[src/rtl/multi_byte_add_seq.sv]
// Byte-serial multi-precision adder: streams NBYTES byte pairs through one
// 8-bit ripple adder, one byte per clock, with a start/done handshake.

module Full_Adder_by8 (
    input  logic [7:0] A,
    input  logic [7:0] B,
    input  logic       Cin,
    output logic [7:0] S,
    output logic       Cout
);
    logic [8:0] c;

    assign c[0] = Cin;

    for (genvar i = 0; i < 8; i++) begin : g_bit
        assign S[i]   = A[i] ^ B[i] ^ c[i];
        assign c[i+1] = (A[i] & B[i]) | (c[i] & (A[i] ^ B[i]));
    end

    assign Cout = c[8];
endmodule

// state | meaning
// IDLE  | waiting for start; result registers hold
// ADD   | one byte of the operands summed per cycle, LSB first
// DONE  | one-cycle done pulse, then back to IDLE
module multi_byte_add_seq #(
    parameter int NBYTES = 4
) (
    input  logic                clk,
    input  logic                rst,
    input  logic                start,
    input  logic [8*NBYTES-1:0] op_a,
    input  logic [8*NBYTES-1:0] op_b,
    input  logic                cin,
    output logic                busy,
    output logic                done,
    output logic [8*NBYTES-1:0] sum,
    output logic                cout,
    output logic                ovf
);
    localparam int W  = 8 * NBYTES;
    localparam int IW = (NBYTES > 1) ? $clog2(NBYTES) : 1;
    localparam logic [IW-1:0] LAST = IW'(NBYTES - 1);

    typedef enum logic [1:0] {IDLE, ADD, DONE} state_t;

    state_t        state;
    state_t        next_state;
    logic [W-1:0]  a_reg;
    logic [W-1:0]  b_reg;
    logic          carry;
    logic [IW-1:0] idx;
    logic [7:0]    add_a;
    logic [7:0]    add_b;
    logic [7:0]    add_s;
    logic          add_c;

    assign add_a = a_reg[8*idx +: 8];
    assign add_b = b_reg[8*idx +: 8];

    Full_Adder_by8 u_add (
        .A    (add_a),
        .B    (add_b),
        .Cin  (carry),
        .S    (add_s),
        .Cout (add_c)
    );

    always_ff @(posedge clk) begin
        if (rst) state <= IDLE;
        else     state <= next_state;
    end

    always_comb begin
        next_state = state;
        case (state)
            IDLE:    if (start) next_state = ADD;
            ADD:     if (idx == LAST) next_state = DONE;
            DONE:    next_state = IDLE;
            default: next_state = IDLE;
        endcase
    end

    always_comb begin
        busy = (state == ADD);
        done = (state == DONE);
    end

    always_ff @(posedge clk) begin
        if (rst) begin
            a_reg <= '0;
            b_reg <= '0;
            carry <= 1'b0;
            idx   <= '0;
            sum   <= '0;
            cout  <= 1'b0;
            ovf   <= 1'b0;
        end else begin
            case (state)
                IDLE: begin
                    if (start) begin
                        a_reg <= op_a;
                        b_reg <= op_b;
                        carry <= cin;
                        idx   <= '0;
                    end
                end
                ADD: begin
                    sum[8*idx +: 8] <= add_s;
                    carry           <= add_c;
                    if (idx == LAST) begin
                        // top byte: carry leaves via cout only, never wraps to byte 0
                        idx  <= '0;
                        cout <= add_c;
                        ovf  <= (a_reg[W-1] == b_reg[W-1]) && (add_s[7] != a_reg[W-1]);
                    end else begin
                        idx <= idx + 1'b1;
                    end
                end
                default: ;
            endcase
        end
    end
endmodule
[config.mk]
export PLATFORM = sky130hd
export DESIGN_NAME = multi_byte_add_seq
export DESIGN_NICKNAME = d
export VERILOG_FILES = /design/src/rtl/multi_byte_add_seq.sv
export SDC_FILE = /design/constraint.sdc
export NUM_CORES = 1
export LEC_CHECK = 0
export ABC_AREA = 1
export BUFFER_PORTS_ARGS = -buffer_cell sky130_fd_sc_hd__buf_4
export CORE_UTILIZATION = 40
export DETAILED_ROUTE_END_ITERATION = 16
export SLEW_MARGIN = 20
export SYNTH_ARGS = -nofsm -noshare
export SYNTH_HDL_FRONTEND = slang
export SYNTH_SLANG_ARGS = --single-unit
[constraint.sdc]
create_clock -name clk -period 9.4 [get_ports clk]
set_input_delay 2.35 -clock clk [delete_from_list [all_inputs] [get_ports clk]]
set_output_delay 2.35 -clock clk [all_outputs]
set_load 0.1 [all_outputs]
==> metrics.md, run 1 <==
| Metric | Value |
|---|---|
| Status | `finished, violations left` |
| Failing checks | `DRC` |
| Area of the multi-input gates | `0.00222 mm²` |
| Worst reg2reg setup slack | `4450 ps` |
| Synth Area in Simple Gates | `25.3%` |
| CP top delay family | `adder cells` |
| Hold crit path type | `reg2reg` |
| CP Data Required Time | `9670 ps` |
| Post_cts resized | `0` |
| CP endpoint | `ovf$_SDFFE_PP0P_` |
| Sw Ratio | `28.8%` |
| Tmin final | `4950 ps` |
| Finish-stage setup viols | `0` |
| Critical Path Max Stage Delay | `500 ps` |
| M3 GR Usage | `3.85%` |
| Clock slew at reported path FFs | `70 ps` |
| Die height | `110 µm` |
| Die W | `110 µm` |
| Rel. slew slack | `42.9%` |
| Power per cell area | `180 mW/mm²` |
| Vias post-DR | `4231` |
| GR Util met1 | `27.1%` |
| VDD IR max | `0.116 mV` |
| Flop pwr share | `46.8%` |
| DR WL/cell | `13.7 µm` |
| Starting Density | `41.0%` |
| Post-layout power | `0.00103 W` |
| Startpoint Class | `flop` |
| XOR/XNOR share of the synthesized area | `0%` |
| Synth cell types | `26` |
| Synth Flop Type | `dfxtp_1` |
| # nets final | `809` |
| Vias in the first global route | `3938` |
| RSZ-0062 raised after global routing | `false` |
| Sequential-to-total area share from yosys stat | `44.2%` |
| Final Hold Vio Count | `0` |
| Most frequent cells in the layout | `180 x nor2_1, 104 x buf_4, 103 x dfxtp_1, 99 x o21ai_0, 76 x nand2_1` |
| Post-synthesis mux area share | `0%` |
| Final setup skew | `7.70 ps` |
| Gr usage total | `20.6%` |
| Clk_lat worst skew | `350 ps` |
| Number of synthesized flops with an enable pin | `0` |
| Post-Syn Area | `0.00466 mm²` |
| Root Buffer | `clkbuf_16` |
| Peak Freq | `202 MHz` |
| Buffers on Ports | `103` |
| DRC Markers | `2` |
| Clock Path Buffers | `2` |
| Combinational power share | `18.5%` |
| Reg2reg end | `ovf$_SDFFE_PP0P_` |
| Worst Setup End Kind | `flop` |
| Async SR Flop Fraction | `0%` |
| Critical Setup Path Class | `reg2reg` |
| Initial antenna violation count | `0` |
| Internal Dissipation | `0.000729 W` |
| Crit-path slowest cell | `fa_1` |
| Gr busiest metal | `met2` |
| Least-Margin Pin Slew | `856 ps` |
| Count of final max-slew check failures | `0` |
| Post-placement cell area | `0.00543 mm²` |
| Reg-to-reg startpoint | `idx[0]$_SDFFE_PP0P_` |
| LEAKAGE | `2.55 nW` |
| Clock power share | `34.7%` |
| Post-Synth Adder-Cell Area | `5.05%` |
| Core area | `0.0114 mm²` |
| Final TNS setup | `0 ps` |
| Clk sink count | `103` |
| Register area | `0.00206 mm²` |
| Number of routed nets with antenna violations | `0` |
| Final critical-path share of the clock period | `52.6%` |
| Number of synthesized register bits | `103` |
| Levels on crit path | `21` |
| Synth Area in Compound Gates | `17.2%` |
| WP buf/inv | `6` |
| 1st-iter DRT viols | `194` |
| Core Util, Final | `50.2%` |
| CTS Buf Count | `9` |
| Largest net degree at the start of global routing | `81` |
| Critical path data arrival time | `5220 ps` |
| Share of cells above drive strength 1 | `18.5%` |
| Global routing usage on met2 | `33.3%` |
| H-Tree Depth | `3` |
| IO Pins | `104` |
| Worst Reg-to-Reg Cells | `21` |
| Grt ovf | `0` |
| Worst-path fanout max | `59` |
| Synthesized Nets | `730` |
| Mapped Cells | `648` |
| Finished Cell Area | `0.00571 mm²` |
| CP Cell Sequence | `buf_4, inv_2, nor2_1, nor2_1, a21oi_1, fa_1, fa_1, fa_1, fa_1, inv_1, fa_1, inv_1, fa_1, fa_1, inv_1, fa_1, inv_1, nand2_1, nand2_1, nand3_1, a21oi_1` |
| FILL cells | `1186` |
| Yosys warns | `0` |
| Die area | `0.0121 mm²` |
| Largest family of logic cells by synthesized area | `simple AND/OR/NAND/NOR gates` |
| Crit. Startpoint | `idx[0]$_SDFFE_PP0P_` |
| Commonest non-fill, non-tap cell in the layout | `nor2_1` |
| Cts hold-fix bufs | `0` |
| Sw power | `0.000296 W` |
| Mapped Avg Cell Area | `7.19 µm²` |
| GPL Wtd Cong | `0.921` |
| Post-CTS Setup Inserts | `0` |
| Routed vias/inst | `4.84` |
| Diode count | `0` |
| # rows | `39` |
| CTS tree | `done` |
| Routed WL | `12000 µm` |
| Layout area overhead | `22.5%` |
| Initial DRT Pass Iterations | `11` |
| First-pass GRT wire length | `18900 µm` |
| Maxcap violations | `0` |
| Post-detail-place hpwl | `8810 µm` |
| CP dominant cell by count | `fa_1` |
## worst reg2reg max path, delay by kind of cell (launching register included)
family	cells	cell delay, ps
adders and majority gates	8	3010
buffers and inverters	6	1000
and+or+nand+nor	5	390
DFF	1	300
AOI/OAI and AO/OA	2	190
## final cells by class
class                   instances  share of cell area (%)
clock buffers                  13                    4.73
clock inverters                 2                   0.263
inverters                      50                    3.29
multi-input cells             459                    38.8
flip-flops and latches        103                    36.1
well taps                     143                    3.13
repair buffers                104                    13.7
## synthesized netlist by cell type, types with 2 or more instances
master | number | share of area [%]
nor2_1 | 180 | 14
dfxtp_1 | 103 | 44
o21ai_0 | 99 | 11
nand2_1 | 76 | 6.1
a21oi_1 | 52 | 5.6
inv_1 | 45 | 3.6
nand3_1 | 17 | 1.8
buf_2 | 13 | 1.4
clkbuf_1 | 12 | 0.97
fa_1 | 8 | 3.4
ha_1 | 6 | 1.6
buf_4 | 5 | 0.81
nor2_4 | 5 | 1.2
inv_2 | 4 | 0.32
nand2_4 | 4 | 0.97
o22ai_1 | 4 | 0.54
buf_6 | 3 | 0.72
clkbuf_2 | 2 | 0.21
nor2_2 | 2 | 0.27
o21ai_1 | 2 | 0.21
## worst min-delay path by stage
| stage | end | start | cells past startpoint | slack [ps] |
|---|---|---|---|---|
| final | b_reg[2]$_SDFFE_PP0P_ | b_reg[2]$_SDFFE_PP0P_ | 2 | 450 |
| after global routing | b_reg[5]$_SDFFE_PP0P_ | b_reg[5]$_SDFFE_PP0P_ | 2 | 480 |
| after CTS | b_reg[2]$_SDFFE_PP0P_ | b_reg[2]$_SDFFE_PP0P_ | 2 | 450 |
| after detailed placement | b_reg[2]$_SDFFE_PP0P_ | b_reg[2]$_SDFFE_PP0P_ | 2 | 440 |
| after global placement | b_reg[2]$_SDFFE_PP0P_ | b_reg[2]$_SDFFE_PP0P_ | 2 | 440 |
| after floorplan | b_reg[2]$_SDFFE_PP0P_ | b_reg[2]$_SDFFE_PP0P_ | 2 | 420 |
## per-stage QoR
step	hold slack, ps	instances	worst slack (ps)
3_3_place_gp	437	859	4540
3_5_place_dp	444	859	4480
5_1_grt	476	874	4190
6_report	454	874	4450
2_1_floorplan	424	648	4970
4_1_cts	453	874	4470
## power groups by stage
stage                     Combinational [W]  Sequential (W)  Clock, W
final                              0.000190        0.000480  0.000355
after global routing               0.000209        0.000483  0.000379
after CTS                          0.000191        0.000480  0.000362
after detailed placement           0.000190        0.000490         0
after global placement             0.000188        0.000490         0
after floorplan                    0.000113        0.000507         0
## metal layers
metal | vias to the layer above | wire [µm]
li1 | 2214 | -
met1 | 1895 | 5690
met2 | 102 | 5520
met3 | 20 | 541
met4 | 0 | 237
met5 | - | 0
## cell families (layout without fill, tap and decap cells)
family,Yosys count,in the layout
AO/OA/AOI/OAI,158,158
buffers and inverters,86,169
adder cells (fa/ha/maj),14,14
flip-flops,103,103
AND/OR/NAND/NOR,287,287
Note: power is estimated with default switching activity, not from simulation.
==> run 2, diff against run 1 <==
- clock period: 9.4 -> 4.8 ns (I/O delays scaled with it)
==> run 2 against run 1 <==
The flow still finishes with violations (DRC). Highest routed layer unchanged. Clock skew hardly changed. Sequential cell count is the same. Register-to-register slack got worse by 4200 ps. Clock-buffer cell count rose by 1. Power rose by 96%. Critical path depth down 1. Utilization increased by 0.47 points. Fmax grew 9.9%. First-iteration DRC count is 21% higher. Clock power increased by 95%.
==> metrics.md, run 2 (same netlist as run 1, synthesis figures left out) <==
| Metric | Value |
|---|---|
| Die height | `110 µm (unchanged)` |
| Clock slew at reported path FFs | `70 ps (about the same)` |
| Rel. slew slack | `43.9% (+1.0 points)` |
| # rows | `39 (unchanged)` |
| Grt ovf | `0 (unchanged)` |
| RSZ-0062 raised after global routing | `false` |
| Root Buffer | `clkbuf_16` |
| Power per cell area | `349 mW/mm² (+94%)` |
| Tmin final | `4500 ps (-447 ps)` |
| CP Cell Sequence | `buf_6, inv_2, nor2_1, nor2_1, a21oi_1, fa_1, fa_1, fa_1, fa_1, inv_1, fa_1, inv_1, fa_1, fa_1, inv_1, fa_2, nand3_2, nor2_1, nor2_1, nor2_1` |
| Post-detail-place hpwl | `9040 µm (+2.7%)` |
| Peak Freq | `222 MHz (+9.9%)` |
| Hold crit path type | `reg2reg` |
| CTS tree | `done` |
| Starting Density | `41.0% (unchanged)` |
| Failing checks | `DRC` |
| Post-placement cell area | `0.00547 mm² (+0.83%)` |
| Largest net degree at the start of global routing | `81 (unchanged)` |
| Routed WL | `12100 µm (+1.1%)` |
| LEAKAGE | `2.58 nW (+0.94%)` |
| Critical path data arrival time | `4730 ps (-490 ps)` |
| Startpoint Class | `flop` |
| GPL Wtd Cong | `0.879 (-4.6%)` |
| Critical Path Max Stage Delay | `500 ps (about the same)` |
| Clock Path Buffers | `2 (unchanged)` |
| CTS Buf Count | `9 (unchanged)` |
| Critical Setup Path Class | `reg2reg` |
| Area of the multi-input gates | `0.00222 mm² (+0.34%)` |
| WP buf/inv | `5 (-1)` |
| Finished Cell Area | `0.00576 mm² (+0.94%)` |
| Number of routed nets with antenna violations | `0 (unchanged)` |
| CP top delay family | `adder cells` |
| First-pass GRT wire length | `18900 µm (about the same)` |
| Finish-stage setup viols | `0 (unchanged)` |
| Gr usage total | `20.9% (+0.23 points)` |
| Buffers on Ports | `103 (unchanged)` |
| Initial antenna violation count | `0 (unchanged)` |
| Initial DRT Pass Iterations | `10 (-1)` |
| # nets final | `815 (+0.74%)` |
| Core area | `0.0114 mm² (unchanged)` |
| Final critical-path share of the clock period | `93.8% (+41 points)` |
| Clk sink count | `103 (unchanged)` |
| Post_cts resized | `0 (unchanged)` |
| IO Pins | `104 (unchanged)` |
| Maxcap violations | `0 (unchanged)` |
| FILL cells | `1144 (-3.5%)` |
| CP dominant cell by count | `fa_1` |
| DR WL/cell | `13.7 µm (+0.27%)` |
| Status | `finished, violations left` |
| Worst-path fanout max | `16 (-73%)` |
| Worst Setup End Kind | `flop` |
| Final TNS setup | `0 ps (unchanged)` |
| Commonest non-fill, non-tap cell in the layout | `nor2_1` |
| Post-CTS Setup Inserts | `0 (unchanged)` |
| Cts hold-fix bufs | `0 (unchanged)` |
| Most frequent cells in the layout | `180 x nor2_1, 109 x buf_4, 102 x dfxtp_1, 99 x o21ai_0, 76 x nand2_1` |
| Share of cells above drive strength 1 | `19.4% (+0.91 points)` |
| Routed vias/inst | `4.84 (about the same)` |
| Die area | `0.0121 mm² (unchanged)` |
| Core Util, Final | `50.7% (+0.47 points)` |
| Vias post-DR | `4262 (+0.73%)` |
| 1st-iter DRT viols | `234 (+21%)` |
| Die W | `110 µm (unchanged)` |
| Post-layout power | `0.00201 W (+96%)` |
| CP Data Required Time | `5030 ps (-4640 ps)` |
| H-Tree Depth | `3 (unchanged)` |
| Vias in the first global route | `3944 (+0.15%)` |
| Diode count | `0 (unchanged)` |
| Crit-path slowest cell | `fa_2` |
| Worst reg2reg setup slack | `300 ps (-4150 ps)` |
| VDD IR max | `0.194 mV (+68%)` |
| Least-Margin Pin Slew | `840 ps (-16.3 ps)` |
| DRC Markers | `2 (unchanged)` |
| Register area | `0.00207 mm² (+0.18%)` |
| Layout area overhead | `23.7%` |
| Final setup skew | `7.25 ps (-0.449 ps)` |
| Count of final max-slew check failures | `0 (unchanged)` |
| Clk_lat worst skew | `350 ps (about the same)` |
| Final Hold Vio Count | `0 (unchanged)` |
[run 2: final timing paths]
check | depth (start not counted) | to | start
max | 20 | sum[15]$_SDFFE_PP0P_ | idx[0]$_SDFFE_PP0P_
min | 2 | b_reg[6]$_SDFFE_PP0P_ | b_reg[6]$_SDFFE_PP0P_
max reg2reg | 20 | sum[15]$_SDFFE_PP0P_ | idx[0]$_SDFFE_PP0P_
min reg2reg | 2 | b_reg[6]$_SDFFE_PP0P_ | b_reg[6]$_SDFFE_PP0P_
[run 2: stage by stage]
| stage | setup WS [ps] | instances | hold WS, ps |
|---|---|---|---|
| 4_1_cts | 175 | 881 | 453 |
| 2_1_floorplan | 371 | 648 | 424 |
| 3_3_place_gp | 258 | 865 | 441 |
| 3_5_place_dp | 194 | 865 | 443 |
| 6_report | 300 | 881 | 452 |
| 5_1_grt | 6.09 | 881 | 472 |
[run 2: cell type report]
| type | count | share of cell area [%] |
|---|---|---|
| Clock buffer | 14 | 4.58 |
| Multi-Input combinational cell | 459 | 38.6 |
| Timing Repair Buffer | 110 | 14.4 |
| Tap cell | 143 | 3.10 |
| Clock inverter | 2 | 0.260 |
| Inverter | 50 | 3.26 |
| Sequential cell | 103 | 35.8 |
[run 2: layer usage]
| layer | up-vias | track usage [%] | wire length (µm) |
|---|---|---|---|
| met1 | 1898 | 27.0 | 5670 |
| met3 | 22 | 2.67 | 502 |
| met4 | 0 | 10.7 | 316 |
| met2 | 114 | 34.0 | 5620 |
| li1 | 2228 | - | - |
| met5 | - | 0 | 0 |
[run 2: power by group]
| group | switching [W] | internal [W] |
|---|---|---|
| clock | 0.000311 | 0.000381 |
| combinational | 0.000244 | 0.000134 |
| sequential | 0.0000338 | 0.000909 |
| total | 0.000588 | 0.00142 |
[run 2: worst min-delay path, cell delays in order, from the launching register on]
cell,delay [ps]
dfxtp_1,300
inv_1,50
a21oi_1,60
